File: config.mk
export PLATFORM = sky130hd
export DESIGN_NAME = digit_chain_counter_flat
export DESIGN_NICKNAME = d
export VERILOG_FILES = /design/src/rtl/digit_chain_counter_pkg.sv /design/src/rtl/digit_chain_counter_if.sv /design/src/rtl/digit_chain_counter_inc_dec.sv /design/src/rtl/digit_chain_counter.sv /design/src/flat_wrapper.sv
export SDC_FILE = /design/constraint.sdc
export NUM_CORES = 1
export LEC_CHECK = 0
export BUFFER_PORTS_ARGS = -buffer_cell sky130_fd_sc_hd__buf_2
export CORE_MARGIN = 2
export CORE_UTILIZATION = 30
export CTS_BUF_LIST = sky130_fd_sc_hd__clkbuf_8
export CTS_CLUSTER_SIZE = 25
export DETAILED_ROUTE_END_ITERATION = 12
export HOLD_SLACK_MARGIN = 0.1
export SLEW_MARGIN = 20
export SYNTH_ARGS = -nofsm -noshare
export SYNTH_HDL_FRONTEND = slang
export SYNTH_SLANG_ARGS = --single-unit
File: constraint.sdc
create_clock -name clk -period 21.1 [get_ports clk]
set_input_delay 2.11 -clock clk [delete_from_list [all_inputs] [get_ports clk]]
set_output_delay 2.11 -clock clk [all_outputs]
set_load 0.03 [all_outputs]
File: src/rtl/digit_chain_counter_pkg.sv
// Shared constants and FSM encoding for the digit chain counter.
package digit_chain_counter_pkg;

  localparam int unsigned L_DEF      = 10;
  localparam int unsigned DIGITS_DEF = 4;
  localparam int unsigned DIGIT_W    = 4;

  typedef enum logic {
    S_IDLE = 1'b0,
    S_RUN  = 1'b1
  } state_e;

endpackage

File: src/rtl/digit_chain_counter_if.sv
// Control/status bundle between the counter and its driver.
interface digit_chain_counter_if #(
  parameter int unsigned DIGITS = digit_chain_counter_pkg::DIGITS_DEF
);

  localparam int unsigned CW = digit_chain_counter_pkg::DIGIT_W * DIGITS;

  logic          tick;
  logic          up;
  logic          start;
  logic          stop;
  logic          clear;
  logic          load;
  logic [CW-1:0] load_val;
  logic [CW-1:0] count;
  logic          running;
  logic          wrap_hi;
  logic          wrap_lo;

  modport master (
    output tick, up, start, stop, clear, load, load_val,
    input  count, running, wrap_hi, wrap_lo
  );

  modport slave (
    input  tick, up, start, stop, clear, load, load_val,
    output count, running, wrap_hi, wrap_lo
  );

endinterface

File: src/rtl/digit_chain_counter_inc_dec.sv
// Single-digit base-L incrementor/decrementor with overflow/underflow flags.
module digit_chain_counter_inc_dec
  import digit_chain_counter_pkg::*;
#(
  parameter int unsigned L = L_DEF
) (
  input  logic [DIGIT_W-1:0] d,
  input  logic               ci,
  input  logic               cid,
  output logic [DIGIT_W-1:0] q_c,
  output logic               ovf_c,
  output logic               unf_c
);

  logic [5:0] z_c;

  // z = d + ci - cid in a signed 6-bit space, then fold into 0..L-1.
  always_comb begin
    z_c   = 6'(d) + 6'(ci) - 6'(cid);
    q_c   = z_c[DIGIT_W-1:0];
    ovf_c = 1'b0;
    unf_c = 1'b0;
    if (z_c[5]) begin
      q_c   = DIGIT_W'(L - 1);
      unf_c = 1'b1;
    end else if (z_c >= 6'(L)) begin
      q_c   = '0;
      ovf_c = 1'b1;
    end
  end

endmodule

File: src/rtl/digit_chain_counter.sv
// Registered multi-digit base-L up/down counter with run/stop FSM.
// Optional build macro: DIGIT_CHAIN_SATURATE_EN (clamp at the ends and stop).
module digit_chain_counter
  import digit_chain_counter_pkg::*;
#(
  parameter int unsigned L      = L_DEF,
  parameter int unsigned DIGITS = DIGITS_DEF
) (
  input  logic                 clk,
  input  logic                 rst_n,
  digit_chain_counter_if.slave bus
);

  localparam int unsigned CW = DIGIT_W * DIGITS;

  state_e          state_q;
  state_e          state_nxt;
  logic [CW-1:0]   count_q;
  logic [CW-1:0]   count_nxt;
  logic [CW-1:0]   chain_c;
  logic [CW-1:0]   load_clamp_c;
  logic [DIGITS-1:0] ci_c;
  logic [DIGITS-1:0] cid_c;
  logic [DIGITS-1:0] ovf_c;
  logic [DIGITS-1:0] unf_c;
  logic            wrap_hi_q;
  logic            wrap_lo_q;
  logic            running_c;
  logic            tick_apply_c;

  // Ripple chain: each stage's flags are the next stage's carry/borrow.
  for (genvar g = 0; g < DIGITS; g++) begin : g_stage
    if (g == 0) begin : g_lsd
      assign ci_c[g]  = bus.tick & bus.up;
      assign cid_c[g] = bus.tick & ~bus.up;
    end else begin : g_upper
      assign ci_c[g]  = ovf_c[g-1];
      assign cid_c[g] = unf_c[g-1];
    end

    digit_chain_counter_inc_dec #(.L(L)) u_stage (
      .d     (count_q[g*DIGIT_W +: DIGIT_W]),
      .ci    (ci_c[g]),
      .cid   (cid_c[g]),
      .q_c   (chain_c[g*DIGIT_W +: DIGIT_W]),
      .ovf_c (ovf_c[g]),
      .unf_c (unf_c[g])
    );
  end

  // Clamp out-of-range load fields to the top digit value.
  always_comb begin
    load_clamp_c = bus.load_val;
    for (int i = 0; i < int'(DIGITS); i++) begin
      if (5'(bus.load_val[i*DIGIT_W +: DIGIT_W]) >= 5'(L)) begin
        load_clamp_c[i*DIGIT_W +: DIGIT_W] = DIGIT_W'(L - 1);
      end
    end
  end

  // FSM state register.
  always_ff @(posedge clk or negedge rst_n) begin
    if (!rst_n) state_q <= S_IDLE;
    else        state_q <= state_nxt;
  end

  // FSM next state: stop beats start; saturation can force a stop.
  always_comb begin
    state_nxt = state_q;
    case (state_q)
      S_IDLE: if (bus.start && !bus.stop) state_nxt = S_RUN;
      S_RUN: begin
        if (bus.stop) state_nxt = S_IDLE;
`ifdef DIGIT_CHAIN_SATURATE_EN
        if (tick_apply_c && (ovf_c[DIGITS-1] || unf_c[DIGITS-1])) state_nxt = S_IDLE;
`endif
      end
      default: state_nxt = S_IDLE;
    endcase
  end

  // FSM outputs: run flag and whether this cycle's tick is applied.
  always_comb begin
    running_c    = 1'b0;
    tick_apply_c = 1'b0;
    if (state_q == S_RUN) begin
      running_c    = 1'b1;
      tick_apply_c = bus.tick & ~bus.clear & ~bus.load;
    end
  end

  // Next count: clear, then load, then applied tick, else hold.
  always_comb begin
    count_nxt = count_q;
    if (bus.clear) begin
      count_nxt = '0;
    end else if (bus.load) begin
      count_nxt = load_clamp_c;
    end else if (tick_apply_c) begin
`ifdef DIGIT_CHAIN_SATURATE_EN
      if (ovf_c[DIGITS-1]) begin
        for (int i = 0; i < int'(DIGITS); i++) begin
          count_nxt[i*DIGIT_W +: DIGIT_W] = DIGIT_W'(L - 1);
        end
      end else if (unf_c[DIGITS-1]) begin
        count_nxt = '0;
      end else begin
        count_nxt = chain_c;
      end
`else
      count_nxt = chain_c;
`endif
    end
  end

  // Count and wrap pulse registers.
  always_ff @(posedge clk or negedge rst_n) begin
    if (!rst_n) begin
      count_q   <= '0;
      wrap_hi_q <= 1'b0;
      wrap_lo_q <= 1'b0;
    end else begin
      count_q   <= count_nxt;
      wrap_hi_q <= tick_apply_c & ovf_c[DIGITS-1];
      wrap_lo_q <= tick_apply_c & unf_c[DIGITS-1];
    end
  end

  assign bus.count   = count_q;
  assign bus.running = running_c;
  assign bus.wrap_hi = wrap_hi_q;
  assign bus.wrap_lo = wrap_lo_q;

endmodule

File: src/flat_wrapper.sv
// flat-port wrapper written by rule: the top's interface ports become plain ports
module digit_chain_counter_flat import digit_chain_counter_pkg::*;
#(
  parameter int unsigned L      = L_DEF,
  parameter int unsigned DIGITS = DIGITS_DEF
)
  (clk, rst_n, bus_tick, bus_up, bus_start, bus_stop, bus_clear, bus_load, bus_load_val, bus_count, bus_running, bus_wrap_hi, bus_wrap_lo);
  digit_chain_counter_if #(.DIGITS(DIGITS)) bus_i ();
  input  logic clk;
  input  logic rst_n;
  input wire logic [$bits(bus_i.tick)-1:0] bus_tick;
  input wire logic [$bits(bus_i.up)-1:0] bus_up;
  input wire logic [$bits(bus_i.start)-1:0] bus_start;
  input wire logic [$bits(bus_i.stop)-1:0] bus_stop;
  input wire logic [$bits(bus_i.clear)-1:0] bus_clear;
  input wire logic [$bits(bus_i.load)-1:0] bus_load;
  input wire logic [$bits(bus_i.load_val)-1:0] bus_load_val;
  output wire logic [$bits(bus_i.count)-1:0] bus_count;
  output wire logic [$bits(bus_i.running)-1:0] bus_running;
  output wire logic [$bits(bus_i.wrap_hi)-1:0] bus_wrap_hi;
  output wire logic [$bits(bus_i.wrap_lo)-1:0] bus_wrap_lo;
  assign bus_i.tick = bus_tick;
  assign bus_i.up = bus_up;
  assign bus_i.start = bus_start;
  assign bus_i.stop = bus_stop;
  assign bus_i.clear = bus_clear;
  assign bus_i.load = bus_load;
  assign bus_i.load_val = bus_load_val;
  assign bus_count = bus_i.count;
  assign bus_running = bus_i.running;
  assign bus_wrap_hi = bus_i.wrap_hi;
  assign bus_wrap_lo = bus_i.wrap_lo;
  digit_chain_counter #(.L(L), .DIGITS(DIGITS)) u_core (.clk(clk), .rst_n(rst_n), .bus(bus_i));
endmodule
== After elaboration in Yosys (flattened, before gate mapping) ==
Cells that the tools add are included.

* Flip-flop bits (word level): 19
* Latch bits: 0
* RAM bits: 0
* ROM bits: 0
* Input port bits: 24
* Output and inout bits: 19
* Word-level logic and storage cells: 65
* Memories kept: 0

* Add/sub/neg operators: 8
* Multiply operators: 0
* Div/mod/pow operators: 0
* $lt $le $gt $ge: 8
* Eq/ne operators: 0
* Shifts and indexed selects: 0
* Muxes and demuxes: 32
* Bitwise gates (word level): 10
* Reduce and logical (&&, ||, !) cells: 3

{| class="wikitable"
|+ Operator list
! operator !! number
|-
| $mux 16 || 3
|-
| $mux 4 || 12
|-
| $ge 6x4->1 const B || 4
|-
| $sub 6x1->6 || 4
|-
| $add 4x1->5 || 4
|-
| $ge 4x4->1 const B || 4
|-
| $mux 1 || 16
|-
| $and 1x1->1 || 6
|-
| $not 1->1 || 4
|-
| $reduce_bool 3->1 || 1
|-
| $pmux 1 s2 || 1
|-
| $logic_and 1x1->1 || 1
|-
| $logic_not 1->1 || 1
|}

== Longest topological paths before layout ==
Gate-level depths: netlist (run 1).

* Word-level depth: 24
* Gate-level depth with buffers: 40
* Gate-level depth less buffers: 39

== Hierarchy ==
Synthesis (run 1) repeated with hierarchy kept, for this count alone.

* Cells, all modules: 262
* Area, all modules: 2204.6 sq um

{| class="wikitable"
|+ Modules (own cells, without submodules)
! module !! instances !! cells an instance !! area an instance (sq um) !! seq. area each (sq um)
|-
| digit_chain_counter_inc_dec || 4 || 41 || 306.5 || 0.0
|-
| digit_chain_counter || 1 || 98 || 978.4 || 475.5
|}

== Least setup slack after synthesis (run 1) ==
Ideal clock, no wire load.

* Path type: input port to flip-flop
* From: input bus_tick
* To: register u_core.count_q[12], in the netlist u_core.bus.count[12]
* Setup time: 0.121 ns
* Arrival: 8.743 ns
* Data required time: 20.979 ns
* Setup slack: 12.236 ns
* Cell stages on the path: 39
* Buffers on the path: 2
* Cells stage by stage: and2_1 ha_1 ha_1 nor4b_2 nand2_2 mux2i_1 a221o_1 nor2_1 ha_1 ha_1 inv_1 ha_1 xnor2_1 xnor2_1 nand2b_1 a21oi_1 nor2_1 ha_1 [3 not listed] nor2b_1 a21oi_1 o22ai_1 a211o_1 nor2b_1 o21ai_0 nand2_1 ha_1 ha_1 clkbuf_2 xnor2_1 and3_1 clkbuf_2 xor2_1 nor2_1 a211oi_2 o311ai_0 a22o_1

* Cells in the longest elaborated chain, start to end: 24
* Elaborated cells on any way between the ends: 32
* Classes of those cells: add/sub: 8; order compare: 4; mux: 15; bitwise: 4; reduce/logical: 1

{| class="wikitable"
|+ RTL lines
! what !! RTL line !! source
|-
| from (decl) || flat_wrapper.sv:11 || <nowiki>input wire logic [$bits(bus_i.tick)-1:0] bus_tick;</nowiki>
|-
| $and 1x1->1 || digit_chain_counter.sv:34 || <nowiki>assign ci_c[g] = bus.tick & bus.up;</nowiki>
|-
| $add 4x1->5 || digit_chain_counter_inc_dec.sv:19 || <nowiki>z_c = 6'(d) + 6'(ci) - 6'(cid);</nowiki>
|-
| $sub 6x1->6 || digit_chain_counter_inc_dec.sv:19 ||
|-
| $ge 6x4->1 || digit_chain_counter_inc_dec.sv:26 || <nowiki>end else if (z_c >= 6'(L)) begin</nowiki>
|-
| $mux 1 || digit_chain_counter_inc_dec.sv:26 ||
|-
| $mux 1 || digit_chain_counter_inc_dec.sv:23 || <nowiki>if (z_c[5]) begin</nowiki>
|-
| $add 4x1->5 || digit_chain_counter_inc_dec.sv:19 ||
|-
| $sub 6x1->6 || digit_chain_counter_inc_dec.sv:19 ||
|-
| [8 not listed] || n/a ||
|-
| $add 4x1->5 || digit_chain_counter_inc_dec.sv:19 ||
|-
| $sub 6x1->6 || digit_chain_counter_inc_dec.sv:19 ||
|-
| $ge 6x4->1 || digit_chain_counter_inc_dec.sv:26 ||
|-
| $mux 4 || digit_chain_counter_inc_dec.sv:26 ||
|-
| $mux 4 || digit_chain_counter_inc_dec.sv:23 ||
|-
| $mux 16 || digit_chain_counter.sv:99 || <nowiki>end else if (tick_apply_c) begin</nowiki>
|-
| $mux 16 || digit_chain_counter.sv:97 || <nowiki>end else if (bus.load) begin</nowiki>
|-
| $mux 16 || digit_chain_counter.sv:95 || <nowiki>if (bus.clear) begin</nowiki>
|-
| to (signal assigned) || digit_chain_counter.sv:123 || <nowiki>count_q <= count_nxt;</nowiki>
|-
| to (decl) || digit_chain_counter.sv:18 || <nowiki>logic [CW-1:0] count_q;</nowiki>
|}

Several ways; a longest one is shown, not always the timed one. The select of a mux whose other input is x is not followed.
A chain may end at the register's enable or synchronous reset.

== Worst setup path after layout (run 1) ==
Ends and elaborated chain as after synthesis.

==> out/results.txt, run 1 <==
run status: completed
CTS tree: yes
post-cts resize count: 0
Max Root-Sink Buffers: 2
post-detail-place hpwl: 4.313 mm
setup repair bufs after CTS: 0
1st-pass router iterations: 4
total global routing overflow: 0
cells after synthesis: 258
final setup vio count: 0
Max-slew headroom: 54.63%
initial DRC count: 108
Top Ports: 43
Die Area: 7338 µm²
clk root buf: clkbuf_8
Max-Cap Viols: 0
clock sink total: 19
Clk Latency, worst-skew pair: 260 ps
Avg WL per Cell: 15.07 µm
top cell type by total area after synthesis: dfrtp_1
CTS Buf Count: 3
Nets: 328
Synth Cell Area: 2001 µm²
die height: 85.67 µm
fmax: 0.1050 GHz
routed vias/inst: 5.599
Via Count: 2055
most used cell, CP: ha_1
Slew @ Worst Pin: 680.5 ps
Post-Route WL: 5.529 mm
largest net degree at the start of global routing: 20
LEAKAGE: 0.001024 µW
post-route antenna net violation count: 0
Netlist cell types: 54
maximum vdd ir drop: 0.02748 mV
first-pass GRT wire length: 9.204 mm
Clk pin slew, worst setup/hold paths: 80 ps
CP required: 21260 ps
Async S/R FF share, synth: 100.0%
Initial Util: 31.33%
crit path launch: bus_tick
I/O Buffers: 42
Critical Path End Type: flip-flop
CP peak stage delay: 390 ps
Area contributors post-synth: dfrtp_1 (24%), ha_1 (8.1%), xnor2_1 (4.8%)
PwrDens: 57.08 nW/µm²
startpoint types: input port
Worst Clk Skew: 3.257 ps
yosys warns: 0
Hold WS: 528.5 ps
RSZ-0062 raised after global routing: false
number of synthesized flops with an enable pin: 0
area grow syn2layout: 14.57%
reg-to-reg critical path startpoint: u_core.bus.count[0]
share of layout cells above drive strength 1: 18.97%
Syn Area/Cell: 7.755 µm²
number of H-tree levels: 1
Top FF cell, synth: dfrtp_1
crit path max fanout: 8
Core ar.: 6386 µm²
initial antenna violation count: 0
Post-route DRC: 0
# rows: 29
Total Routing Usage GR: 15.35%
vias in the first global route: 1927
Min-Delay Path Class: flip-flop to flip-flop
slowest CP cell: nor4b_2
critical path type: input port to flip-flop
min Tclk post-route: 9523 ps
n_diodes: 0
Synth Register Bits: 19
Yosys top cell area share: 23.76%
final hold vios: 0
Chip Width: 85.67 µm
HP Start: u_core.state_q
Crit path arrival time: 9680 ps
post-synth net total: 295
Max Slew Vio Count: 0
TNS Setup: 0 ps
placer congestion estimate: 0.8527
Final Cycle Share: 45.13%
post-synthesis sequential area ratio: 23.76%
CTS Hold Bufs: 0
-- power by group --
group          internal, µW  switching (µW)
clock network          13.2            13.3
registers              39.8            6.20
logic                  22.4            36.0
total                  75.3            55.5
-- final timing paths --
check                                        to  slack [ps]  depth (start not counted)
setup / recovery           u_core.bus.count[12]       11580                         38
hold / removal                   u_core.state_q         530                          2
setup reg to reg           u_core.bus.count[12]       13250                         36
hold reg to reg                  u_core.state_q         530                          2
max in group asynchronous   u_core.bus.count[4]       19010                          1
min in group asynchronous  u_core.bus.count[10]        1790                          1
-- critical path: cells and delay by family --
family | cells | cell delay, ps
buffers and inverters | 3 | 240
adders and majority gates | 10 | 2590
muxes | 1 | 170
xor gates and xnor gates | 4 | 790
and+or+nand+nor | 12 | 2030
AOI/OAI and AO/OA | 8 | 1730
-- per-stage QoR --
step	cell area (µm²)	std cells	setup WS (ps)	utilization [%]	total power, µW
finish	2292	367	11580	35.89	130.8
global route	2292	367	10990	35.89	141.0
CTS	2292	367	11620	35.89	132.0
detailed placement	2246	363	11360	35.17	105.1
global placement	2246	363	11510	35.17	104.4
floorplan	2001	258	12240	-	89.47
-- synthesized netlist by cell type, types with 3 or more instances --
cell type / count
mux2i_1: 3
or3_1: 5
nor2_1: 25
a31oi_1: 5
o21ai_0: 16
dfrtp_1: 19
ha_1: 13
o21a_1: 3
nor4_1: 6
a221o_1: 3
a32oi_1: 4
nor2b_1: 5
inv_1: 11
o21ai_1: 3
and2_1: 5
xor2_1: 4
clkbuf_2: 3
and3_1: 5
xnor2_1: 11
o31ai_1: 5
nand2_1: 24
clkbuf_1: 9
a22oi_1: 4
nor3_1: 6
a21oi_1: 15
nand3_1: 9
-- cell families (layout without fill, tap and decap cells) --
logic type      Yosys count  in the layout  synth area share, %
simple gates            106            106                28.14
mux                       3              3                1.501
xor+xnor                 17             17                8.192
buf+inv                  26             58                5.315
fa+ha+maj                13             13                8.130
compound gates           74             74                24.95
flops                    19             19                23.77
-- cell usage in the layout, fill, tap and decap left out, types with 2 or more instances in the layout --
cell / netlist / routed
nor2_1: 25 / 25
nor3_1: 6 / 6
and3_1: 5 / 5
inv_1: 11 / 11
xor2_1: 4 / 4
o21ai_1: 3 / 3
o21a_1: 3 / 3
a32oi_1: 4 / 4
and2_1: 5 / 5
nor4_1: 6 / 6
xnor2_1: 11 / 11
dfrtp_1: 19 / 19
a21oi_1: 15 / 15
nand3_1: 9 / 9
or3_1: 5 / 5
ha_1: 13 / 13
buf_2: 1 / 42
o31ai_1: 5 / 5
o41ai_1: 2 / 2
nor2b_1: 5 / 5
nand3b_1: 2 / 2
nand2_1: 24 / 24
xnor2_2: 2 / 2
clkbuf_8: 0 / 3
nand3_2: 2 / 2
o21ai_0: 16 / 16
nor3b_1: 2 / 2
a31oi_1: 5 / 5
a221o_1: 3 / 3
nand4_1: 2 / 2
nand4b_1: 2 / 2
a22oi_1: 4 / 4
o22ai_1: 2 / 2
nand2b_1: 2 / 2
mux2i_1: 3 / 3
-- registers in the layout (all words and copies together) (netlist names) --
name / cells
u_core.bus.count: 16
u_core.bus.wrap_lo: 1
u_core.bus.wrap_hi: 1
u_core.state_q: 1
-- metal layers --
| layer | part of all wire [%] | vias to the layer above | track usage (%) |
|---|---|---|---|
| li1 | - | 1022 | - |
| met2 | 46 | 72 | 24.15 |
| met5 | 0 | - | 0 |
| met1 | 47 | 953 | 21.43 |
| met3 | 5.7 | 8 | 3.465 |
| met4 | 1.4 | 0 | 3.608 |
-- layout make-up --
cell class              count  area [µm²]
clock buffers               3       41.29
multi-input cells         213        1419
flip-flops and latches     19       475.5
well taps                  77       96.34
repair buffers             42       210.2
inverters                  12       45.04
clock inverters             1       5.005
fillers                   679        4094
Power figures use the tool's default switching activity.
==> run 2, diff against run 1 <==
==> constraint.sdc (replaced) <==
create_clock -name clk -period 8.9 [get_ports clk]
set_input_delay 0.89 -clock clk [delete_from_list [all_inputs] [get_ports clk]]
set_output_delay 0.89 -clock clk [all_outputs]
set_load 0.03 [all_outputs]
==> run 2 against run 1 <==
Combinational power increased by 140%. Largest power group unchanged. Register-to-register slack got worse by 12000 ps. Sequential share of layout area decreased by 0.21 points. Flip-flop and latch count unchanged. Global-route usage increased by 0.17 points. Largest cell class unchanged.
==> out/results.txt, run 2 (synthesis gave the netlist of run 1 again) <==
Nets: 329
commonest non-fill, non-tap cell in the layout: buf_2
Die Area: 7338 µm²
Filler Cells Inserted: 700
largest net degree at the start of global routing: 20
LEAKAGE: 0.001028 µW
Via Count: 2053
most used cell, CP: ha_1
Top Ports: 43
reg-to-reg critical path startpoint: u_core.bus.count[0]
met2 GRT Util: 25.43%
HP Start: u_core.state_q
die height: 85.67 µm
initial DRC count: 134
Top Usage Layer GRT: met2
post-route antenna net violation count: 0
share of layout cells above drive strength 1: 19.93%
area grow syn2layout: 15.76%
PwrDens: 135.1 nW/µm²
n_diodes: 0
Max Root-Sink Buffers: 2
CTS Buf Count: 3
Min-Delay Path Class: flip-flop to flip-flop
Initial Util: 31.33%
final hold vios: 0
crit path max fanout: 8
placer congestion estimate: 0.8259
met3 GRT Util: 3.080%
CTS tree: yes
RSZ-0062 raised after global routing: false
critical path type: input port to flip-flop
run status: completed
Reg2Reg Depth: 37
Crit path arrival time: 8280 ps
Chip Width: 85.67 µm
post-detail-place hpwl: 4.371 mm
max FFs per register: 16
Max-slew headroom: 53.24%
Post-route DRC: 0
final setup vio count: 0
Clk pin slew, worst setup/hold paths: 80 ps
dpl cell area: 2253 µm²
Avg WL per Cell: 14.98 µm
number of stages on the worst hold path: 2
maximum vdd ir drop: 0.05891 mV
met1 usage: 22.06%
fmax: 0.1230 GHz
Max Slew Vio Count: 0
Core ar.: 6386 µm²
clk root buf: clkbuf_8
crit path launch: bus_tick
TNS Setup: 0 ps
1st-pass router iterations: 4
clock sink total: 19
CP peak stage delay: 360 ps
Max-Cap Viols: 0
first-pass GRT wire length: 9.294 mm
Slew @ Worst Pin: 701.4 ps
final cell count without fillers: 368
I/O Buffers: 42
number of H-tree levels: 1
most frequent cells in the layout: buf_2 (42), nor2_1 (25), nand2_1 (24), dfrtp_1 (19), o21ai_0 (16)
Clk Latency, worst-skew pair: 260 ps
setup repair bufs after CTS: 0
Critical Path End Type: flip-flop
Cell Count Post-Placement: 364
Worst Clk Skew: 5.513 ps
routed vias/inst: 5.579
Post-Route WL: 5.511 mm
Final Power: 312.8 µW
vias in the first global route: 1981
CP required: 9050 ps
Final Cycle Share: 91.37%
CTS Hold Bufs: 0
min Tclk post-route: 8132 ps
total global routing overflow: 0
initial antenna violation count: 0
# rows: 29
Total Routing Usage GR: 15.52%
slowest CP cell: nor4b_2
fin area: 2316 µm²
startpoint types: input port
## run 2: where the power goes
group	internal [µW]	switching [µW]	total, µW	leakage (µW)
sequential	94.4	14.9	109	0.000253
combinational	54.1	86.0	140	0.000753
clock	31.6	31.9	63.5	0.0000217
## run 2: timing repair
action | in CTS | in global routing
hold endpoints to repair | 0 | 0
setup endpoints to repair | 0 | 1
gates resized for setup | 0 | 2
## run 2: layer usage
metal,up-vias,routed length (µm)
met5,-,0
met4,0,8
met3,2,405
met2,65,2573
met1,963,2523
li1,1023,-
## run 2: path summary, 6_finish.rpt
path	end	slack (ps)
setup / recovery	u_core.bus.count[14]	770
hold / removal	u_core.state_q	550
setup reg to reg	u_core.bus.count[14]	1220
hold reg to reg	u_core.state_q	550
max in group asynchronous	u_core.bus.count[4]	8020
min in group asynchronous	u_core.bus.wrap_lo	570
## run 2: metrics by stage
step,worst slack [ps],util (%),hold slack [ps]
5_1_grt,54.09,36.27,595.0
6_report,767.9,36.27,545.4
4_1_cts,720.6,36.05,555.2
3_5_place_dp,474.8,35.29,533.5
3_3_place_gp,708.9,35.29,525.9
2_1_floorplan,1256,-,594.4
## run 2: worst max-delay path, delay by kind of cell
family | cells | cell delay (ps)
adder cells (fa/ha/maj) | 11 | 2850
buffers and inverters | 4 | 280
multiplexers | 2 | 290
AND/OR/NAND/NOR | 11 | 1720
XOR/XNOR | 2 | 300
AO/OA/AOI/OAI | 9 | 1940
## run 2: cell type report
cell class	instances	area, µm²	share of cell area (%)
timing repair buffer	43	217.7	9.400
multi-input combinational	213	1433	61.86
clock inverter	1	7.507	0.3241
clock buffer	3	41.29	1.783
tap	77	96.34	4.160
inverter	12	45.04	1.945
sequential	19	475.5	20.53
==> run 3, diff against run 2 <==
--- a/config.mk
+++ b/config.mk
@@ -7,7 +7,7 @@
 export LEC_CHECK = 0
 export BUFFER_PORTS_ARGS = -buffer_cell sky130_fd_sc_hd__buf_2
 export CORE_MARGIN = 2
-export CORE_UTILIZATION = 30
+export CORE_UTILIZATION = 40
 export CTS_BUF_LIST = sky130_fd_sc_hd__clkbuf_8
 export CTS_CLUSTER_SIZE = 25
 export DETAILED_ROUTE_END_ITERATION = 12
==> run 3 against run 2 <==
Sequential power hardly changed. Routed wire length is 6.0% lower. Register-to-register slack worse by 50 ps.
==> out/results.txt, run 3 (synthesis gave the netlist of run 1 again) <==
final setup vio count: 0
Worst R2R Setup Slack: 1170 ps
Clk pin slew, worst setup/hold paths: 80 ps
clock sink total: 19
Crit path arrival time: 8320 ps
fin area: 2328 µm²
HP Start: u_core.state_q
Nets: 330
first-pass GRT wire length: 8.445 mm
Via Count: 2008
Chip Width: 74.72 µm
CTS Buf Count: 3
most used cell, CP: ha_1
Die Area: 5583 µm²
footprint of the multi-input gates: 1450 µm²
Post-Route WL: 5.179 mm
1st-pass router iterations: 4
CP required: 9050 ps
fmax: 0.1224 GHz
max FFs per register: 16
crit path max fanout: 6
min Tclk post-route: 8167 ps
initial DRC count: 143
register area: 475.5 µm²
Worst Clk Skew: 4.253 ps
dpl cell area: 2241 µm²
total global routing overflow: 0
critical path type: input port to flip-flop
Post-route DRC: 0
Avg WL per Cell: 14.43 µm
worst reg2reg path endpoint: u_core.bus.count[12]
Max Slew Vio Count: 0
number of H-tree levels: 1
TNS Setup: 0 ps
n_diodes: 0
area grow syn2layout: 16.39%
largest net degree at the start of global routing: 20
LEAKAGE: 0.001041 µW
post-detail-place hpwl: 4.030 mm
Top Ports: 43
die height: 74.72 µm
I/O Buffers: 42
PwrDens: 134.2 nW/µm²
Worst Hold Endpoint: u_core.state_q
CTS tree: yes
Final Cycle Share: 91.76%
# rows: 25
routed vias/inst: 5.593
Max-slew headroom: 54.11%
commonest non-fill, non-tap cell in the layout: buf_2
post-route antenna net violation count: 0
maximum vdd ir drop: 0.06831 mV
Min-Delay Path Class: flip-flop to flip-flop
initial antenna violation count: 0
clk root buf: clkbuf_8
final hold vios: 0
run status: completed
Max-Cap Viols: 0
CP peak stage delay: 380 ps
Slew @ Worst Pin: 688.3 ps
vias in the first global route: 1762
most frequent cells in the layout: buf_2 (42), nor2_1 (25), nand2_1 (24), dfrtp_1 (19), o21ai_0 (16)
Core ar.: 4786 µm²
Reg2Reg Depth: 37
reg-to-reg critical path startpoint: u_core.bus.count[0]
placer congestion estimate: 0.8166
Filler Cells Inserted: 502
Critical Path End Type: flip-flop
Max Root-Sink Buffers: 2
Initial Util: 41.80%
slowest CP cell: a221o_1
final core utilization: 48.65%
share of layout cells above drive strength 1: 21.23%
number of stages on the worst hold path: 2
startpoint types: input port
Clk Latency, worst-skew pair: 260 ps
Total Routing Usage GR: 19.31%
==> run 3: worst max-delay path by stage <==
| stage | slack (ps) | cells after the start | from | to |
|---|---|---|---|---|
| 4_1_cts | 730 | 38 | bus_tick | u_core.bus.count[12] |
| 2_1_floorplan | 1260 | 39 | bus_tick | u_core.bus.count[12] |
| 3_3_place_gp | 580 | 38 | bus_tick | u_core.bus.count[12] |
| 6_report | 730 | 39 | bus_tick | u_core.bus.count[12] |
| 3_5_place_dp | 480 | 38 | bus_tick | u_core.bus.count[12] |
| 5_1_grt | -10 | 39 | bus_tick | u_core.bus.count[14] |
==> run 3: worst max-delay path, delay by kind of cell <==
kind / cells / cell delay, ps
AOI/OAI and AO/OA: 12 / 2360
xor gates and xnor gates: 1 / 180
adders and majority gates: 11 / 2860
buffers and inverters: 4 / 300
muxes: 1 / 100
and+or+nand+nor: 10 / 1570
==> run 3: area by class of cell <==
class / count / area share, %
Multi-Input combinational cell: 213 / 62.28
Sequential cell: 19 / 20.42
Timing Repair Buffer: 44 / 9.672
Tap cell: 67 / 3.600
Inverter: 12 / 1.934
Clock buffer: 3 / 1.773
Clock inverter: 1 / 0.3224
==> run 3: power by group <==
group | internal, µW | switching, µW
Combinational | 55.1 | 85.4
Sequential | 94.4 | 14.8
Clock | 31.6 | 31.3
==> run 3: layer usage <==
metal	global-route usage [%]	wire length, µm	part of all wire (%)
met1	29.76	2686	52
met5	0	0	0
met4	2.579	17	0.33
met2	28.52	2249	43
met3	3.882	226	4.4
==> run 3: what timing repair did <==
action | 4_1_cts | 5_1_grt
gates resized for setup | 0 | 5
setup endpoints to repair | 0 | 5
hold buffers | 0 | 0
endpoints found under the hold margin | 0 | 0
buffers inserted | 0 | 1
==> run 3: through the flow <==
stage	std cells	setup WS (ps)	total power [µW]	hold WS (ps)
finish	359	733.0	312.5	523.8
global route	359	-14.34	336.1	593.0
CTS	358	726.4	310.5	532.3
global placement	354	580.2	247.5	505.8
floorplan	258	1256	212.1	594.4
detailed placement	354	476.5	248.0	512.2
